<file path="src/rtl/taptempo_pkg.sv">
// Shared TapTempo definitions: time constants, the measurement FSM encoding
// and a helper that sizes counters from their maximum value.
package taptempo_pkg;

  localparam longint MIN_NS           = 64'd60_000_000_000;
  localparam int     TP_CYCLE_DEFAULT = 5120;
  localparam int     PER_MIN_DEFAULT  = 39062;

  typedef enum logic {
    ST_IDLE  = 1'b0,
    ST_ARMED = 1'b1
  } tap_state_t;

  // Bits needed to hold 0..maxVal, i.e. clog2(maxVal+1), never below 1.
  function automatic int widthFor(input longint maxVal);
    int     w;
    longint v;
    w = 0;
    v = maxVal;
    while (v > 0) begin
      w++;
      v = v >> 1;
    end
    return (w == 0) ? 1 : w;
  endfunction

endpackage

</file>
<file path="src/rtl/tap_avg_ring.sv">
// Moving-average ring for tap intervals: keeps the last AVG_DEPTH samples and
// their running sum, and registers the truncated mean with a one-cycle strobe.
module tap_avg_ring
  import taptempo_pkg::*;
#(
  parameter int W         = 8,
  parameter int AVG_DEPTH = 4
) (
  input  logic         clk_i,
  input  logic         rst_i,
  input  logic         i_sampleValid,
  input  logic [W-1:0] i_sample,
  input  logic         i_invalidate,
  output logic [W-1:0] o_avg,
  output logic         o_avgValid
);

  localparam int L  = $clog2(AVG_DEPTH);
  localparam int PW = (L > 0) ? L : 1;
  localparam int SW = W + L;

  logic [W-1:0]  r_hist [AVG_DEPTH];
  logic [PW-1:0] r_ptr;
  logic [SW-1:0] r_sum;
  logic          r_first;
  logic [W-1:0]  r_avg;
  logic          r_avgValid;
  logic [SW-1:0] w_sumNext;

  // A fresh window behaves as if every slot already held the first sample.
  always_comb begin
    if (r_first) begin
      w_sumNext = SW'(i_sample) << L;
    end else begin
      w_sumNext = r_sum - SW'(r_hist[r_ptr]) + SW'(i_sample);
    end
  end

  always_ff @(posedge clk_i or posedge rst_i) begin
    if (rst_i) begin
      for (int i = 0; i < AVG_DEPTH; i++) begin
        r_hist[i] <= '0;
      end
      r_ptr      <= '0;
      r_sum      <= '0;
      r_first    <= 1'b1;
      r_avg      <= '0;
      r_avgValid <= 1'b0;
    end else begin
      r_avgValid <= 1'b0;
      if (i_invalidate) begin
        r_first <= 1'b1;
      end else if (i_sampleValid) begin
        r_sum      <= w_sumNext;
        r_avg      <= W'(w_sumNext >> L);
        r_avgValid <= 1'b1;
        r_first    <= 1'b0;
        if (r_first) begin
          for (int i = 0; i < AVG_DEPTH; i++) begin
            r_hist[i] <= i_sample;
          end
          r_ptr <= '0;
        end else begin
          r_hist[r_ptr] <= i_sample;
          r_ptr         <= (r_ptr == PW'(AVG_DEPTH - 1)) ? '0 : r_ptr + 1'b1;
        end
      end
    end
  end

  assign o_avg      = r_avg;
  assign o_avgValid = r_avgValid;

endmodule

</file>
<file path="src/rtl/tap_period_avg.sv">
// Tap-period measurement: counts time-base pulses between button rises,
// rejects too-fast taps, times out slow ones and offers the averaged interval.
module tap_period_avg
  import taptempo_pkg::*;
#(
  parameter int     TP_CYCLE  = TP_CYCLE_DEFAULT,
  parameter longint PER_MAX   = MIN_NS / TP_CYCLE,
  parameter int     PER_MIN   = PER_MIN_DEFAULT,
  parameter int     AVG_DEPTH = 4,
  localparam int    W         = widthFor(PER_MAX)
) (
  input  logic         clk_i,
  input  logic         rst_i,
  input  logic         tp_i,
  input  logic         btn_i,
  output logic [W-1:0] per_o,
  output logic         per_valid_o,
  input  logic         per_ready_i,
  output logic         timeout_o,
  output logic         tap_active_o
);

  localparam logic [W-1:0] C_MAX = W'(PER_MAX);
  localparam logic [W-1:0] C_MIN = W'(PER_MIN);

  tap_state_t   r_state;
  tap_state_t   w_stateNext;
  logic [W-1:0] r_count;
  logic [W-1:0] w_countNext;
  logic         r_btnOld;
  logic         r_timeout;
  logic [W-1:0] r_per;
  logic         r_perValid;
  logic         w_rise;
  logic         w_atMax;
  logic         w_sample;
  logic [W-1:0] w_avg;
  logic         w_avgValid;

  assign w_rise = btn_i & ~r_btnOld;

  // Saturation wins over a coincident rise: that rise restarts as a first tap.
  always_comb begin
    w_stateNext = r_state;
    w_countNext = r_count;
    w_atMax     = 1'b0;
    w_sample    = 1'b0;
    case (r_state)
      ST_IDLE: begin
        w_countNext = '0;
        if (w_rise) begin
          w_stateNext = ST_ARMED;
        end
      end
      ST_ARMED: begin
        if (r_count == C_MAX) begin
          w_atMax     = 1'b1;
          w_countNext = '0;
          if (!w_rise) begin
            w_stateNext = ST_IDLE;
          end
        end else if (w_rise && (r_count >= C_MIN)) begin
          w_sample    = 1'b1;
          w_countNext = '0;
        end else if (tp_i) begin
          w_countNext = r_count + 1'b1;
        end
      end
      default: begin
        w_stateNext = ST_IDLE;
        w_countNext = '0;
      end
    endcase
  end

  // btn_old resets high so a button held through reset gives no rise.
  always_ff @(posedge clk_i or posedge rst_i) begin
    if (rst_i) begin
      r_state    <= ST_IDLE;
      r_count    <= '0;
      r_btnOld   <= 1'b1;
      r_timeout  <= 1'b0;
      r_per      <= '0;
      r_perValid <= 1'b0;
    end else begin
      r_state   <= w_stateNext;
      r_count   <= w_countNext;
      r_btnOld  <= btn_i;
      r_timeout <= w_atMax;
      if (w_avgValid) begin
        r_per      <= w_avg;
        r_perValid <= 1'b1;
      end else if (per_ready_i) begin
        r_perValid <= 1'b0;
      end
    end
  end

  tap_avg_ring #(
    .W         (W),
    .AVG_DEPTH (AVG_DEPTH)
  ) u_ring (
    .clk_i         (clk_i),
    .rst_i         (rst_i),
    .i_sampleValid (w_sample),
    .i_sample      (r_count),
    .i_invalidate  (w_atMax),
    .o_avg         (w_avg),
    .o_avgValid    (w_avgValid)
  );

  assign per_o        = r_per;
  assign per_valid_o  = r_perValid;
  assign timeout_o    = r_timeout;
  assign tap_active_o = (r_state == ST_ARMED);

endmodule

</file>
<file path="config.mk">
export PLATFORM = sky130hd
export DESIGN_NAME = tap_period_avg
export DESIGN_NICKNAME = d
export VERILOG_FILES = /design/src/rtl/taptempo_pkg.sv /design/src/rtl/tap_avg_ring.sv /design/src/rtl/tap_period_avg.sv
export SDC_FILE = /design/constraint.sdc
export NUM_CORES = 1
export LEC_CHECK = 0
export CAP_MARGIN = 20
export CELL_PAD_IN_SITES_DETAIL_PLACEMENT = 1
export CELL_PAD_IN_SITES_GLOBAL_PLACEMENT = 1
export CORE_MARGIN = 1
export CORE_UTILIZATION = 47
export CTS_BUF_LIST = sky130_fd_sc_hd__clkbuf_4 sky130_fd_sc_hd__clkbuf_8
export CTS_CLUSTER_SIZE = 30
export DETAILED_ROUTE_END_ITERATION = 7
export GPL_ROUTABILITY_DRIVEN = 0
export PLACE_DENSITY_LB_ADDON = 0.1
export SYNTH_ARGS = -nofsm -noshare
export SYNTH_HDL_FRONTEND = slang
export SYNTH_SLANG_ARGS = --single-unit
export TNS_END_PERCENT = 100
</file>
<file path="constraint.sdc">
create_clock -name clk_i -period 6.07 [get_ports clk_i]
set_input_delay 0.9105 -clock clk_i [delete_from_list [all_inputs] [get_ports clk_i]]
set_output_delay 0.9105 -clock clk_i [all_outputs]
set_load 0.02 [all_outputs]
</file>
=== Yosys cells after proc, flatten, opt, wreduce, memory -nomap -nowiden ===
Index checks and enable logic that the tools add are counted.

* Output and inout port bits: 27
* Register bits: 202

* Reduce and logical (&&, ||, !) cells: 5
* Add/subtract/negate cells: 4
* Muxes and demuxes: 28
* Eq/ne operators: 3
* $lt $le $gt $ge: 3
* Bitwise logic cells: 5

{| class="wikitable"
|+ Operators with widths
! kind !! number
|-
| $mux 24 || 6
|-
| $bwmux 96 || 1
|-
| $mux 96 || 1
|-
| $bmux 24 s2 || 1
|-
| $demux 24 s2 || 1
|-
| $pmux 24 s2 || 1
|-
| $add 26x24->26 || 1
|-
| $mux 26 || 1
|-
| $sub 26x24->26 || 1
|-
| $add 24x1->24 const B || 1
|-
| $eq 24x24->1 const B || 1
|-
| $ge 24x16->1 const B || 1
|-
| $mux 1 || 13
|-
| $mux 2 || 2
|-
| $ne 4x2->1 const B || 1
|-
| $reduce_bool 2->1 || 2
|-
| $ge 3x3->1 const B || 1
|-
| $lt 3x1->1 const B || 1
|-
| $not 1->1 || 3
|-
| $not 2->3 || 1
|-
| $add 2x1->2 const B || 1
|-
| $eq 2x2->1 const B || 1
|-
| $logic_and 1x1->1 || 2
|-
| $pmux 1 s2 || 1
|-
| other kinds (2) || 2
|}

=== Logic depth before layout (Yosys ltp) ===
Gate-level depths: netlist (run 1).

* Depth in word-level cells: 8
* Depth in mapped cells: 15
* Gate-level depth less buffers: 14

=== Modules after synthesis ===
From an unflattened synthesis (run 1), not the netlist that was laid out.

* Cells, all modules: 924
* Area, all modules: 10308.6 µm²

{| class="wikitable"
|+ Modules (own cells, without submodules)
! module !! area each (µm²) !! times used !! sequential area each (µm²) !! cells an instance
|-
| tap_avg_ring || 7852.5 || 1 || 3154.3 || 707
|-
| tap_period_avg || 2456.1 || 1 || 1302.5 || 217
|}

=== Worst setup path after synthesis (run 1) ===
No wires, ideal clock.

* Path kind: reg-to-reg
* Start point: register u_ring.r_ptr[0]
* End point: register u_ring.r_avg[22] (netlist: u_ring.o_avg[22])
* Slack: 1.538 ns
* Setup time: 0.138 ns
* Data required time: 5.932 ns
* Stages on the path, launching flop included: 16
* Arrival time: 4.394 ns
* Cell sequence: dfrtp_1 > clkbuf_1 > clkbuf_1 > mux4_2 > fa_1 > inv_1 > ha_1 > a21oi_1 > o21ai_0 > a221oi_1 > o21bai_2 > a41oi_1 > o21ai_1 > o31ai_1 > xor2_1 > o221ai_1

* Cells in the longest elaborated chain, start to end: 7

{| class="wikitable"
|+ Ends and longest elaborated chain
! what !! RTL line !! source
|-
| start, declared || tap_avg_ring.sv:23 || <nowiki>logic [PW-1:0] r_ptr;</nowiki>
|-
| start signal, assigned || tap_avg_ring.sv:65 || <nowiki>r_ptr <= (r_ptr == PW'(AVG_DEPTH - 1)) ? '0 : r_ptr + 1'b1;</nowiki>
|-
| $not 2->3 (implied by the code) || tap_avg_ring.sv:35 || <nowiki>w_sumNext = r_sum - SW'(r_hist[r_ptr]) + SW'(i_sample);</nowiki>
|-
| $bmux 24 s2 || tap_avg_ring.sv:35 ||
|-
| $mux 24 (implied by the code) (2 in a row) || tap_avg_ring.sv:35 ||
|-
| $sub 26x24->26 || tap_avg_ring.sv:35 ||
|-
| $add 26x24->26 || tap_avg_ring.sv:35 ||
|-
| $mux 26 || tap_avg_ring.sv:32 || <nowiki>if (r_first) begin</nowiki>
|-
| end signal, assigned || tap_avg_ring.sv:55 || <nowiki>r_avg <= W'(w_sumNext >> L);</nowiki>
|-
| end, declared || tap_avg_ring.sv:26 || <nowiki>logic [W-1:0] r_avg;</nowiki>
|}

Every way passes these cells. The select of a mux whose other input is x is not followed.
A chain may end at the register's enable or synchronous reset.

=== Worst setup path after layout (run 1) ===
Same ends and word-level chain as after synthesis.

==> results of run 1 <==
## how the worst max path moves through the flow
stage                          from               end  slack, ns  cells after the start
floorplan                     rst_i          per_o[0]       0.33                      1
global placement    u_ring.r_ptr[0]  u_ring.o_avg[22]       1.30                     13
detailed placement  u_ring.r_ptr[0]  u_ring.o_avg[22]       1.11                     13
CTS                 u_ring.r_ptr[0]  u_ring.o_avg[22]       1.06                     13
global route        u_ring.r_ptr[0]  u_ring.o_avg[22]       0.86                     13
finish              u_ring.r_ptr[0]  u_ring.o_avg[22]       1.10                     13
## routing by layer
layer | global-route usage | vias up | part of all wire
li1 | - | 3032 | -
met1 | 0.355 | 3437 | 0.50
met5 | 0 | - | 0
met2 | 0.381 | 97 | 0.46
met3 | 0.0412 | 29 | 0.029
met4 | 0.0803 | 0 | 0.017
## through the flow
step	total power [W]	instances	setup WS, ns	instance area, sq um
2_1_floorplan	0.00448	885	0.333	10300
3_3_place_gp	0.00529	1143	1.30	10700
3_5_place_dp	0.00544	1143	1.11	10700
4_1_cts	0.00628	1175	1.06	11000
5_1_grt	0.00677	1177	0.858	11100
6_report	0.00627	1177	1.10	11100
## worst max-delay path: stages (launching register included)
cell and delay (ns):
dfrtp_2 0.81, mux4_2 0.62, fa_1 0.50, inv_1 0.07, fa_1 0.50, a211oi_2 0.41
o21ai_0 0.22, a221oi_1 0.49, o21bai_2 0.18, a41oi_1 0.26, o21ai_1 0.14, o31ai_1 0.26
xor2_1 0.19, o221ai_1 0.15
## power groups by stage
stage	Combinational (W)	Sequential (W)	Clock, W
finish	0.00367	0.00180	0.000807
global placement	0.00350	0.00179	0
detailed placement	0.00362	0.00182	0
global route	0.00406	0.00184	0.000872
CTS	0.00366	0.00180	0.000831
floorplan	0.00272	0.00175	0
## Yosys cell counts, types with 3 or more instances
master / count
nand3_1: 16
nand2_1: 36
o21a_1: 4
a211oi_1: 15
xnor2_1: 29
nand4_1: 6
xor2_1: 8
nand2b_1: 6
nor3_1: 11
o21ai_1: 5
dfrtp_1: 176
and3_1: 3
buf_2: 8
o211ai_1: 5
or2_2: 3
a21oi_1: 46
nor4_1: 8
o21ai_0: 31
a21o_1: 11
mux4_2: 24
buf_1: 6
fa_1: 24
mux2_4: 80
nor2_1: 57
buf_4: 5
ha_1: 32
mux2_2: 41
nor2b_1: 3
o31ai_1: 3
buf_6: 10
a31oi_1: 4
nor2_4: 4
clkbuf_1: 25
nand3b_1: 4
a21boi_0: 4
inv_1: 105
## cell families after synthesis
kind of cell	count (synthesis)
compound gates	144
fa+ha+maj	56
buf+inv	160
flops	178
mux	147
simple gates	163
xor+xnor	37
## state kept, by name, indices dropped and copies added (netlist names)
name               cells
u_ring.r_hist         96
per_o                 24
r_count               24
u_ring.o_avg          24
u_ring.r_ptr           2
u_ring.r_sum           2
per_valid_o            1
r_btnOld               1
tap_active_o           1
timeout_o              1
u_ring.o_avgValid      1
u_ring.r_first         1
## final cells by class
type                    count  area (sq um)  area share
repair buffers             39           410      0.0370
clock buffers              19           255      0.0230
inverters                 106           403      0.0363
flip-flops and latches    178          4460       0.402
clock inverters            13           120      0.0108
well taps                 275           344      0.0310
multi-input cells         547          5100       0.460
==> impl_metrics.yaml, run 1 <==
timing:
  hold_violations: 0
  finalSetupViolCount: 0
  finalCritPeriodShare: 0.819
  hold_ws_ns: 0.490
  final_max_slew_viol_count: 0
  rsz0062_at_grt: "false"
  finalSetupTns_ns: 0
  worst_slew_pin_slew_ns: 1.13
  fmax_mhz: 201
  fin_skew_ns: 0.0225
  slew_headroom: 0.248
  fin_crit_ns: 4.97
setup_path:
  reg2reg_to: "u_ring.o_avg[22]"
  cp.required_ns: 6.40
  r2r_slack_ns: 1.10
  cp-start-kind: "register"
  rr_startpoint: "u_ring.r_ptr[0]"
  reg2reg_depth: 13
  arrival_ns: 5.30
  crit_fanout: 20
  worstSetupEndpointType: "register"
  criticalPathCategory: "reg -> reg"
run_status:
  status: "finished, final reports clean"
synth:
  synth_fa_ha_area_frac: 0.0858
  synth.ff_latch_count: 178
  post-synth-top-area-cell: "dfrtp_1"
  synth_compound_area_frac: 0.0868
  synthMuxAreaShare: 0.217
  yosysSeqAreaShare: 0.434
  synth_simple_gate_area_frac: 0.0763
  synth_nets: 946
  synth-xor-area-share: 0.0316
  synth_top_area_share: 0.429
  synth_area_leaders: "dfrtp_1 43%, mux2_4 12%, mux4_2 5.3%"
  yosys_most_used_dff: "dfrtp_1"
  postSynthAreaPerCell_sq_um: 11.6
  synth_top_family_by_area: "multiplexers"
  synth-async-reset-ratio: 1.00
  yosysUniqueCellTypes: 56
  ys_warn_count: 0
  synth-edff-count: 0
  syn_inst: 885
  syn_area_sq_um: 10300
worst_hold_path:
  min_to: "per_valid_o"
  min-delay-start: "per_valid_o"
  hold_path_depth: 1
  hold_class: "reg -> reg"
power:
  p_int_w: 0.00347
  power.leakage_nw: 5.06
  p_sw_w: 0.00280
  comb_power_share: 0.585
  switching_share: 0.447
  ir_drop_uv: 258
  pwr-share-clk: 0.129
  cellPowerDensity_nw_per_um2: 566
  seqPwrFrac: 0.286
cts:
  cts-htree-levels: 4
  post-cts-setup-buffers: 0
  clk_latency_ns: 0.48
  clkTransAtPathRegs_ns: 0.11
  cts_max_path_buffers: 2
  cts-resized-gates: 0
  cts_tree: "yes"
  cts_made_buffers: 17
  root_buffer: "clkbuf_8"
  hold_buffers: 0
  clock_sinks: 178
layout:
  final_common_cell: "dfrtp_1"
  final_layout_size_suffix_gt1_frac: 0.222
  nets: 950
  final_core_util: 0.523
  num-fill-cells: 2243
  diodes: 0
  area_growth_pct: 8.08
  layout_common_cells: "175 x dfrtp_1, 104 x inv_1, 80 x mux2_4"
drt:
  drt_iter0_markers: 258
  ant_nets: 0
  viasPerCell: 5.60
  post-route-drc-count: 0
  vias: 6595
  wl_per_cell_um: 21.7
  dr.pass1.iters: 4
  drt_wl_total_um: 25600
floorplanning:
  die_x_um: 150
  design.core.area_sq_um: 21200
  start_util: 0.484
  rows: 53
  io_pins: 32
  dieArea_sq_um: 22400
  die_h_um: 150
grt:
  grt_overflow: 0
  grt_use_total: 0.247
  grt_start_max_net_pins: 71
  grt_pass1_vias: 7252
  grt_pass1_wl_um: 41500
  antenna_found_initial: 0
place:
  portBuffers: 31
  dp_hpwl_um: 18300
flow_run:
  drv_cap: 0
(Power assumes the default switching activity.)
==> run 2, diff against run 1 <==
==> constraint.sdc (replaced) <==
create_clock -name clk_i -period 4.3 [get_ports clk_i]
set_input_delay 0.645 -clock clk_i [delete_from_list [all_inputs] [get_ports clk_i]]
set_output_delay 0.645 -clock clk_i [all_outputs]
set_load 0.02 [all_outputs]
==> impl_metrics.yaml, run 2 (synthesis gave the netlist of run 1 again) <==
power:
  p_total_w: 0.00922
  power.leakage_nw: 5.21
  cellPowerDensity_nw_per_um2: 813
  ir_drop_uv: 394
cts:
  cts_tree: "yes"
  root_buffer: "clkbuf_8"
  clk_latency_ns: 0.47
  cts_max_path_buffers: 2
  clkTransAtPathRegs_ns: 0.10
  cts-htree-levels: 4
  clock_sinks: 178
  cts_made_buffers: 17
timing:
  fmax_mhz: 242
  finalSetupViolCount: 0
  final_max_slew_viol_count: 0
  rsz0062_at_grt: "true"
  finalSetupTns_ns: 0
  slew_headroom: 0.229
  finalCritPeriodShare: 0.960
  hold_violations: 0
  fin_skew_ns: 0.0200
  hold_ws_ns: 0.493
  worst_slew_pin_slew_ns: 1.15
  fin_crit_ns: 4.13
layout:
  regMostFlops: "u_ring.r_hist"
  nets: 978
  seqCellArea_sq_um: 4460
  final_layout_size_suffix_gt1_frac: 0.251
  multi_input_area_sq_um: 5130
  final_common_cell: "dfrtp_1"
  area_growth_pct: 10.5
  layoutNonFillerInstCount: 1205
  largest_register_ffs: 96
  diodes: 0
  num-fill-cells: 2245
  layout_common_cells: "175 x dfrtp_1, 104 x inv_1, 80 x mux2_4"
floorplanning:
  io_pins: 32
  die_h_um: 150
  design.core.area_sq_um: 21200
  start_util: 0.484
  rows: 53
  dieArea_sq_um: 22400
  die_x_um: 150
worst_hold_path:
  hold_class: "reg -> reg"
  min-delay-start: "per_valid_o"
setup_path:
  slowest_stage: "mux4_2"
  arrival_ns: 4.47
  rr_startpoint: "u_ring.r_ptr[0]"
  worstSetupEndpointType: "register"
  criticalPathCategory: "reg -> reg"
  cp-startpoint: "u_ring.r_ptr[0]"
  crit_fanout: 10
  path_buf_inv: 2
  cp-start-kind: "register"
  cp_cell_sequence: "buf_6 -> mux4_2 -> fa_1 -> inv_1 -> ha_1 -> a21oi_1 -> o21ai_0 -> a21oi_2 -> o21a_1 -> a21oi_1 -> or2_2 -> a311o_1 -> mux2i_1 -> o211ai_1"
  cpMostUsedCell: "a21oi_1"
  critPathTopFamily: "compound AO/OA/AOI/OAI gates"
  cp_slowest_stage_delay_ns: 0.57
  cp.required_ns: 4.64
flow_run:
  drv_cap: 0
drt:
  drt_iter0_markers: 406
  viasPerCell: 5.67
  drt_wl_total_um: 26200
  vias: 6832
  dr.pass1.iters: 4
  post-route-drc-count: 0
  wl_per_cell_um: 21.8
  ant_nets: 0
run_status:
  status: "finished, final reports clean"
grt:
  grt_use_total: 0.255
  grt_pass1_wl_um: 42900
  grt_overflow: 0
  grt_pass1_vias: 7471
  antenna_found_initial: 0
  grt_start_max_net_pins: 179
place:
  dp.cells: 1170
  portBuffers: 31
  dp_hpwl_um: 18700
[run 2: path summary, 6_finish.rpt]
path | to | slack, ns | cells past startpoint
worst max-delay path | u_ring.o_avg[23] | 0.17 | 14
min in group asynchronous | u_ring.r_hist[55] | 0.78 | 3
worst min-delay path | per_valid_o | 0.49 | 1
worst max register to register | u_ring.o_avg[23] | 0.17 | 14
max in group asynchronous | u_ring.r_ptr[0] | 2.72 | 3
worst min register to register | per_valid_o | 0.49 | 1
[run 2: area by class of cell]
type                       instances  area share
clock buffer                      19      0.0231
clock inverter                    13      0.0122
inverter                         106      0.0354
multi-input combinational        547       0.452
sequential                       178       0.393
tap                              275      0.0303
timing repair buffer              67      0.0536
[run 2: routing by layer]
layer  up-vias  part of all wire  track usage
li1       3082                 -            -
met1      3588              0.48        0.370
met2       130              0.46        0.396
met3        32             0.032       0.0323
met4         0             0.019       0.0833
met5         -                 0            0
[run 2: stage by stage]
| step | setup slack (ns) | util | instance area (sq um) |
|---|---|---|---|
| 2_1_floorplan | 0.0986 | - | 10300 |
| 3_3_place_gp | 0.0395 | 0.513 | 10900 |
| 3_5_place_dp | -0.0672 | 0.513 | 10900 |
| 4_1_cts | 0.0462 | 0.532 | 11300 |
| 5_1_grt | -0.0335 | 0.534 | 11300 |
| 6_report | 0.170 | 0.534 | 11300 |
[run 2: repair_timing]
item / 4_1_cts / 5_1_grt
pin swaps: 0 / 2
setup endpoints to repair: 2 / 8
gates resized for setup: 2 / 11
cloned: 0 / 0
hold buffers: 0 / 0
setup buffers: 0 / 3
[run 2: where the power goes]
part	internal, W	switching [W]
Clock	0.000513	0.000692
Sequential	0.00212	0.000324
Combinational	0.00254	0.00304
Total	0.00517	0.00405
==> run 3, diff against run 2 <==
--- a/config.mk
+++ b/config.mk
@@ -5,7 +5,6 @@
 export SDC_FILE = /design/constraint.sdc
 export NUM_CORES = 1
 export LEC_CHECK = 0
-export CAP_MARGIN = 20
 export CELL_PAD_IN_SITES_DETAIL_PLACEMENT = 1
 export CELL_PAD_IN_SITES_GLOBAL_PLACEMENT = 1
 export CORE_MARGIN = 1
==> results of run 3 <==
The final DEF is identical to that of run 2; final timing and power are the same.
